--- src/rtl/ps2_pkg.sv ---
// Shared types and constants for the PS/2 keyboard receiver.
// Also holds the frame acceptance rule used at the stop bit.
package ps2_pkg;

  typedef enum logic [1:0] {
    IDLE   = 2'd0,
    DATA   = 2'd1,
    PARITY = 2'd2,
    STOP   = 2'd3
  } ps2_state_t;

  localparam int FRAME_BITS  = 11;
  localparam int TIMEOUT_50M = 100000;
  localparam int FILTER_LEN  = 8;

  // Odd parity over data+parity and a high stop bit make a frame good
  function automatic logic frame_ok(input logic [7:0] data,
                                    input logic       parity,
                                    input logic       stop);
    return stop & (^{data, parity});
  endfunction

endpackage

--- src/rtl/ps2_filter.sv ---
// Pin synchronisers, PS/2 clock deglitch filter and falling-edge detect.
// The data output is delayed so it lines up with the filtered clock.
module ps2_filter
  import ps2_pkg::*;
#(
  parameter int FILTER = FILTER_LEN
) (
  input  logic clock50,
  input  logic reset,
  input  logic ps2_clk,
  input  logic ps2_dat,
  output logic fall,
  output logic dat
);

  localparam logic [FILTER-1:0] ALL_ONES  = {FILTER{1'b1}};
  localparam logic [FILTER-1:0] ALL_ZEROS = {FILTER{1'b0}};

  logic [1:0]        clk_sync_r;
  logic [1:0]        dat_sync_r;
  logic [FILTER-1:0] clk_shift_r;
  logic [FILTER-1:0] dat_shift_r;
  logic              filt_clk_r;

  // two-stage synchronisers, idle bus level on reset
  always_ff @(posedge clock50 or posedge reset) begin
    if (reset) begin
      clk_sync_r <= 2'b11;
      dat_sync_r <= 2'b11;
    end else begin
      clk_sync_r <= {clk_sync_r[0], ps2_clk};
      dat_sync_r <= {dat_sync_r[0], ps2_dat};
    end
  end

  // sample history; data shifts alongside clock so both stay aligned
  always_ff @(posedge clock50 or posedge reset) begin
    if (reset) begin
      clk_shift_r <= ALL_ONES;
      dat_shift_r <= ALL_ONES;
    end else begin
      clk_shift_r <= {clk_shift_r[FILTER-2:0], clk_sync_r[1]};
      dat_shift_r <= {dat_shift_r[FILTER-2:0], dat_sync_r[1]};
    end
  end

  // filtered clock only changes after FILTER identical samples
  always_ff @(posedge clock50 or posedge reset) begin
    if (reset) begin
      filt_clk_r <= 1'b1;
    end else if (clk_shift_r == ALL_ZEROS) begin
      filt_clk_r <= 1'b0;
    end else if (clk_shift_r == ALL_ONES) begin
      filt_clk_r <= 1'b1;
    end else begin
      filt_clk_r <= filt_clk_r;
    end
  end

  assign fall = filt_clk_r & (clk_shift_r == ALL_ZEROS);
  assign dat  = dat_shift_r[FILTER-1];

endmodule

--- src/rtl/ps2_keyboard.sv ---
// PS/2 device-to-host frame receiver: start, 8 data LSB-first, odd parity, stop.
// Good bytes strobe ps2_hit; parity, stop and stalled frames strobe ps2_err.
module ps2_keyboard
  import ps2_pkg::*;
#(
  parameter int FILTER  = FILTER_LEN,
  parameter int TIMEOUT = TIMEOUT_50M
) (
  input  logic       clock50,
  input  logic       reset,
  input  logic       ps2_clk,
  input  logic       ps2_dat,
  output logic [7:0] ps2_data,
  output logic       ps2_hit,
  output logic       ps2_err,
  output logic       busy
);

  localparam int            TW        = $clog2(TIMEOUT);
  localparam logic [TW-1:0] TC_LAST   = TW'(TIMEOUT - 1);
  localparam int            DATA_BITS = FRAME_BITS - 3;
  localparam logic [2:0]    LAST_BIT  = 3'(DATA_BITS - 1);

  logic          fall_s;
  logic          dat_s;

  ps2_state_t    state_r,   state_nxt_s;
  logic [2:0]    bit_cnt_r, bit_cnt_nxt_s;
  logic [7:0]    shreg_r,   shreg_nxt_s;
  logic          parity_r,  parity_nxt_s;
  logic [TW-1:0] tcnt_r,    tcnt_nxt_s;
  logic [7:0]    data_r,    data_nxt_s;
  logic          hit_r,     hit_nxt_s;
  logic          err_r,     err_nxt_s;

  ps2_filter #(
    .FILTER (FILTER)
  ) u_filter (
    .clock50 (clock50),
    .reset   (reset),
    .ps2_clk (ps2_clk),
    .ps2_dat (ps2_dat),
    .fall    (fall_s),
    .dat     (dat_s)
  );

  // next-state, datapath and strobes; a fall always beats the timeout
  always_comb begin
    state_nxt_s   = state_r;
    bit_cnt_nxt_s = bit_cnt_r;
    shreg_nxt_s   = shreg_r;
    parity_nxt_s  = parity_r;
    tcnt_nxt_s    = tcnt_r;
    data_nxt_s    = data_r;
    hit_nxt_s     = 1'b0;
    err_nxt_s     = 1'b0;

    if (fall_s) begin
      tcnt_nxt_s = {TW{1'b0}};
      case (state_r)
        IDLE: begin
          if (!dat_s) begin
            state_nxt_s   = DATA;
            bit_cnt_nxt_s = 3'd0;
          end else begin
            state_nxt_s = IDLE;
          end
        end
        DATA: begin
          shreg_nxt_s   = {dat_s, shreg_r[7:1]};
          bit_cnt_nxt_s = bit_cnt_r + 3'd1;
          if (bit_cnt_r == LAST_BIT) begin
            state_nxt_s = PARITY;
          end else begin
            state_nxt_s = DATA;
          end
        end
        PARITY: begin
          parity_nxt_s = dat_s;
          state_nxt_s  = STOP;
        end
        STOP: begin
          if (frame_ok(shreg_r, parity_r, dat_s)) begin
            data_nxt_s = shreg_r;
            hit_nxt_s  = 1'b1;
          end else begin
            err_nxt_s = 1'b1;
          end
          state_nxt_s = IDLE;
        end
        default: begin
          state_nxt_s = IDLE;
        end
      endcase
    end else if ((state_r != IDLE) && (tcnt_r == TC_LAST)) begin
      state_nxt_s = IDLE;
      err_nxt_s   = 1'b1;
      tcnt_nxt_s  = {TW{1'b0}};
    end else if (state_r == IDLE) begin
      tcnt_nxt_s = {TW{1'b0}};
    end else begin
      tcnt_nxt_s = tcnt_r + TW'(1);
    end
  end

  // state and output registers
  always_ff @(posedge clock50 or posedge reset) begin
    if (reset) begin
      state_r   <= IDLE;
      bit_cnt_r <= 3'd0;
      shreg_r   <= 8'h00;
      parity_r  <= 1'b0;
      tcnt_r    <= {TW{1'b0}};
      data_r    <= 8'h00;
      hit_r     <= 1'b0;
      err_r     <= 1'b0;
    end else begin
      state_r   <= state_nxt_s;
      bit_cnt_r <= bit_cnt_nxt_s;
      shreg_r   <= shreg_nxt_s;
      parity_r  <= parity_nxt_s;
      tcnt_r    <= tcnt_nxt_s;
      data_r    <= data_nxt_s;
      hit_r     <= hit_nxt_s;
      err_r     <= err_nxt_s;
    end
  end

  assign ps2_data = data_r;
  assign ps2_hit  = hit_r;
  assign ps2_err  = err_r;
  assign busy     = (state_r != IDLE);

endmodule

--- config.mk ---
export PLATFORM = sky130hd
export DESIGN_NAME = ps2_keyboard
export DESIGN_NICKNAME = d
export VERILOG_FILES = /design/src/rtl/ps2_pkg.sv /design/src/rtl/ps2_filter.sv /design/src/rtl/ps2_keyboard.sv
export SDC_FILE = /design/constraint.sdc
export NUM_CORES = 1
export LEC_CHECK = 0
export BUFFER_PORTS_ARGS = -buffer_cell sky130_fd_sc_hd__clkbuf_2
export CAP_MARGIN = 20
export CORE_MARGIN = 4
export CORE_UTILIZATION = 55
export DETAILED_ROUTE_END_ITERATION = 10
export GPL_TIMING_DRIVEN = 0
export PLACE_DENSITY = 0.78
export SLEW_MARGIN = 20
export SYNTH_ARGS = -nofsm -noshare
export SYNTH_HDL_FRONTEND = slang
export SYNTH_HIERARCHICAL = 1
export SYNTH_SLANG_ARGS = --single-unit
--- constraint.sdc ---
create_clock -name clock50 -period 2.6 [get_ports clock50]
set_input_delay 0.26 -clock clock50 [delete_from_list [all_inputs] [get_ports clock50]]
set_output_delay 0.26 -clock clock50 [all_outputs]
set_load 0.01 [all_outputs]
After elaboration in Yosys (flattened, before gate mapping)
Index checks and enable logic that the tools add are counted.
- equality and inequality tests: 7
- reductions and logical operators: 12
- mux-type cells: 19
- add/subtract/negate cells: 2
- bitwise gates (word level): 2
- operators by type and width (kind ; count):
    17-bit 2-to-1 mux ; 3
    17-bit by 1-bit adder with 17-bit output (second input constant) ; 1
    17-bit equality test (second input constant) ; 1
    1-bit 2-to-1 mux ; 10
    9-bit XOR reduction ; 1
    8-bit equality test (second input constant) ; 1
    8-bit logical NOT ; 1
    2-bit one-hot mux with 4 select lines ; 1
    2-bit nonzero test ; 4
    2-bit 2-to-1 mux ; 3
    3-bit one-hot mux with 2 select lines ; 1
    3-bit AND reduction ; 2
    2-bit equality test (second input constant) ; 2
    2-bit AND reduction ; 2
    3-bit by 1-bit adder with 3-bit output (second input constant) ; 1
    3-bit equality test (second input constant) ; 1
    3-bit 2-to-1 mux ; 1
    1-bit bitwise AND ; 2
    2-bit by 1-bit equality test with 1-bit output (second input constant) ; 1
    2-bit logical NOT ; 1
    2-bit != test (second input constant) ; 1
    1-bit logical AND ; 1
- bits of input ports: 4
- flip-flop bits (word level): 62

Depth between registers and ports, before layout
- depth in word-level cells: 5
- depth in mapped cells: 7
- mapped depth without buffers: 7

Modules after synthesis
Netlist, hierarchy kept.
- by module, submodules not included (module ; sequential area each (µm²) ; area an instance (µm²) ; cells each ; times used):
    ps2_keyboard ; 1026.0 ; 1923.1 ; 181 ; 1
    ps2_filter ; 551.8 ; 615.6 ; 31 ; 1

Worst setup path after synthesis
OpenSTA, ideal clock, no wires.
- path type: register -> register
- from: register parity_r
- to: register data_r[0], in the netlist ps2_data[0]
- cell stages (with the launch flop): 5
- required time: 2.475 ns
- setup time: 0.125 ns
- path slack: 0.769 ns
- clock period less this slack: 1.831 ns
- arrival time: 1.706 ns
- cell sequence: dfrtp_1 > xor2_1 > xnor3_1 > mux2i_4 > mux2_2
- word-level cells in the longest chain between the ends: 3
- RTL lines (item ; line ; source):
    start: declaration ; ps2_keyboard.sv:30 ; logic parity_r, parity_nxt_s;
    start signal: assignment ; ps2_keyboard.sv:121 ; parity_r <= parity_nxt_s;
    9-bit XOR reduction ; ps2_pkg.sv:20 ; return stop & (^{data, parity});
    1-bit bitwise AND ; ps2_pkg.sv:20 ;
    3-bit AND reduction (no source line) ; - ;
    end signal: assignment ; ps2_keyboard.sv:123 ; data_r <= data_nxt_s;
    end: declaration ; ps2_keyboard.sv:32 ; logic [7:0] data_r, data_nxt_s;
No other way between the ends.
A chain may end at the register's enable or synchronous reset.

Final worst setup path
- from: register tcnt_r[0]
- to: register tcnt_r[11]
- word-level cells in the longest chain between the ends: 4
- elaborated cells between the ends (all ways): 6
- those cells by class: add/sub (1); eq/ne (1); mux (3); reduce/logical (1)
- RTL lines (item ; line ; source):
    start: declaration ; ps2_keyboard.sv:31 ; logic [TW-1:0] tcnt_r, tcnt_nxt_s;
    start signal: assignment ; ps2_keyboard.sv:113 ; tcnt_r <= {TW{1'b0}};
    start signal: assignment ; ps2_keyboard.sv:122 ; tcnt_r <= tcnt_nxt_s;
    17-bit by 1-bit adder with 17-bit output or 17-bit equality test (tied branches) ; ps2_keyboard.sv:102, ps2_keyboard.sv:95 ;
    17-bit 2-to-1 mux or 1-bit logical AND (tied branches) ; ps2_keyboard.sv:99, ps2_keyboard.sv:95 ;
    17-bit 2-to-1 mux (*) ; ps2_keyboard.sv:95 ; end else if ((state_r != IDLE) && (tcnt_r == TC_LAST)) begin
    17-bit 2-to-1 mux (*) ; ps2_keyboard.sv:58 ; if (fall_s) begin
    via tcnt_nxt_s[11] ; ps2_keyboard.sv:31 ;
The timed path passes the listed nets; every way through them passes the cells marked *.

==> metrics.yaml <==
status: "complete, no violations"
grt_pass1_vias: 1688
layout.nets: 247
htreeDepth: 3
areaGrowthSynthToFinish_pct: 15.3
syn-instance-count: 212
cts_buffer_depth: 2
core_area_sq_um: 4410
rsz0062_at_grt: "false"
row_count: 24
end_kind: "register"
syn_area_sq_um: 2540
vias: 1637
syn_area_per_cell_sq_um: 12.0
ios: 15
cts.reportedPaths.clkPinSlew_ps: 60
synth-seq-area-share: 0.621
post_drt_wl_per_cell_um: 14.1
worst_pin_slew_ps: 756
tns_ps: 0
root_buffer: "clkbuf_8"
hold_viol_final: 0
grt_max_degree: 31
powerDensity_nw_per_um2: 649
yosysWarnings: 6
cp-start-kind: "register"
drtIter0Drc: 42
final_util: 0.663
vias_per_cell: 5.51
finalCritPeriodShare: 0.867
leakagePower_nw: 1.31
syn_nets: 219
worstPathArrival_ps: 2450
grt_overflow: 0
crit_required_ps: 2790
clkLatencyLatePin_ps: 330
critical_path_class: "register to register"
die_area_sq_um: 5770
wl_um: 4180
antenna_found_initial: 0
vdd_ir_drop_max_mv: 0.440
placed_area_sq_um: 2690
cts_resized: 0
start_util: 0.575
yosysUniqueCellTypes: 34
ys_ff_latch: 62
die_w_um: 75.9
slowest_delay_ps: 590
antenna_left: 0
drive_gt1_frac: 0.273
clock-skew-final_ps: 5.81
path_cells: "ha_1 -> and4_1 -> nand2_1 -> o211ai_1 -> clkbuf_1 -> nor2_1"
dp_hpwl_um: 2770
hold_class: "primary input to register"
grt_pass1_wl_um: 7480
slowest_stage: "o211ai_1"
fin_area_sq_um: 2930
cts.sinks: 62
maxCapViolations: 0
max_freq_mhz: 444
die_y_um: 75.9
port_buffers: 14
final_max_slew_viol_count: 0
gp_congestion: 0.824
power_mw: 1.90
cts_made_buffers: 9
num_antenna_cells: 0
drc: 0
setup_violations: 0
cts_tree: "done"
dr.pass1.iters: 4
fillers: 327
track_usage: 0.161
fin_crit_ps: 2250
cp_max_fo: 10
slew_headroom: 0.495
==> worst max-delay path, delay by kind of cell (launching register included) <==
kind	cells	cell delay, ps
AOI/OAI and AO/OA	1	590
adders and majority gates	1	240
buffers and inverters	1	430
DFF	1	390
and+or+nand+nor	3	470
==> path summary, 6_finish.rpt <==
| check | start | endpoint | slack (ps) | cells after the start |
|---|---|---|---|---|
| setup / recovery | tcnt_r[0] | tcnt_r[11] | 350 | 6 |
| hold / removal | ps2_dat | u_filter/dat_sync_r[0] | 10 | 1 |
| setup reg to reg | tcnt_r[0] | tcnt_r[11] | 350 | 6 |
| hold reg to reg | u_filter/dat_shift_r[4] | u_filter/dat_shift_r[5] | 350 | 0 |
| max in group asynchronous | reset | u_filter/clk_sync_r[0] | 1560 | 3 |
| min in group asynchronous | reset | tcnt_r[16] | 410 | 3 |
==> routing by layer <==
metal / track usage / share of wire
met5: 0 / 0
met4: 0.103 / 0.022
met3: 0.0355 / 0.037
met2: 0.259 / 0.49
met1: 0.194 / 0.45
==> logic make-up (layout without fill, tap and decap cells) <==
group,Yosys count,count (layout),share of synthesized area
adder cells (fa/ha/maj),3,3,0.0148
multiplexers,9,9,0.0444
flip-flops,62,62,0.621
AO/OA/AOI/OAI,18,18,0.0453
AND/OR/NAND/NOR,87,87,0.176
XOR/XNOR,19,19,0.0764
buffers and inverters,14,47,0.0212
==> sequential cells by signal (all words and copies together) (netlist names), 2 cells and up <==
name                  count
u_filter/dat_shift_r      8
state_r                   2
ps2_data                  8
bit_cnt_r                 3
u_filter/clk_sync_r       2
u_filter/clk_shift_r      8
shreg_r                   8
u_filter/dat_sync_r       2
tcnt_r                   17
==> metrics by stage <==
| stage | std cells | hold slack [ps] | setup slack, ps |
|---|---|---|---|
| floorplan | 212 | 264 | 769 |
| global placement | 278 | 346 | 287 |
| detailed placement | 279 | 211 | 240 |
| CTS | 297 | 0.301 | 192 |
| global route | 297 | 3.93 | 179 |
| finish | 297 | 12.4 | 345 |
==> repair_timing <==
item / 4_1_cts / 5_1_grt
endpoints found under the hold margin: 12 / 0
setup endpoints to repair: 0 / 0
buffers inserted: 0 / 0
hold buffers: 2 / 0
==> power by group <==
group	total (mW)	switching (mW)	internal [mW]
Clock	0.859	0.345	0.514
Combinational	0.0337	0.0237	0.0100
Sequential	1.01	0.00972	0.997
Total	1.90	0.378	1.52
==> synthesized netlist by cell type, drive strengths merged <==
master | instances | area [sq um]
a21oi | 2 | 10.0
a22o | 2 | 17.5
and2 | 1 | 6.26
and4 | 1 | 8.76
clkbuf | 3 | 12.5
dfrtp | 41 | 1030
dfstp | 21 | 552
ha | 3 | 37.5
inv | 11 | 41.3
mux2 | 8 | 90.1
mux2i | 1 | 22.5
nand2 | 34 | 128
nand3 | 5 | 30.0
nand4 | 8 | 65.1
nor2 | 18 | 67.6
nor2b | 3 | 18.8
nor3 | 5 | 25.0
nor4 | 5 | 43.8
nor4bb | 2 | 20.0
o211ai | 3 | 22.5
o21ai | 8 | 40.0
o311a | 1 | 10.0
o31ai | 2 | 15.0
or2 | 1 | 6.26
or3 | 1 | 6.26
or4 | 3 | 22.5
xnor2 | 12 | 105
xnor3 | 2 | 45.0
xor2 | 5 | 43.8
==> placed cells by master, fill, tap and decap left out, types with 2 or more instances in the layout <==
cell type	instances
a21oi_1	2
a22o_1	2
clkbuf_1	2
clkbuf_2	15
clkbuf_8	12
clkinv_2	2
dfrtp_1	41
dfstp_2	21
dlygate4sd3_1	2
ha_1	3
inv_1	10
mux2_2	7
nand2_1	34
nand3_1	4
nand4_1	7
nor2_1	18
nor2b_1	3
nor3_1	4
nor4_1	3
nor4_2	2
nor4bb_1	2
o211ai_1	3
o21ai_0	8
o31ai_1	2
or4_1	3
xnor2_1	12
xnor3_1	2
xor2_1	5
==> area by class of cell <==
class                      instances  area (sq um)  area share
timing repair buffer              17           110      0.0376
clock inverter                     4          43.8      0.0150
clock buffer                      12           165      0.0564
buffer                             3          12.5     0.00427
sequential                        62          1580       0.539
multi-input combinational        136           912       0.312
tap                               52          65.1      0.0222
inverter                          11          41.3      0.0141
(Power assumes the default switching activity.)
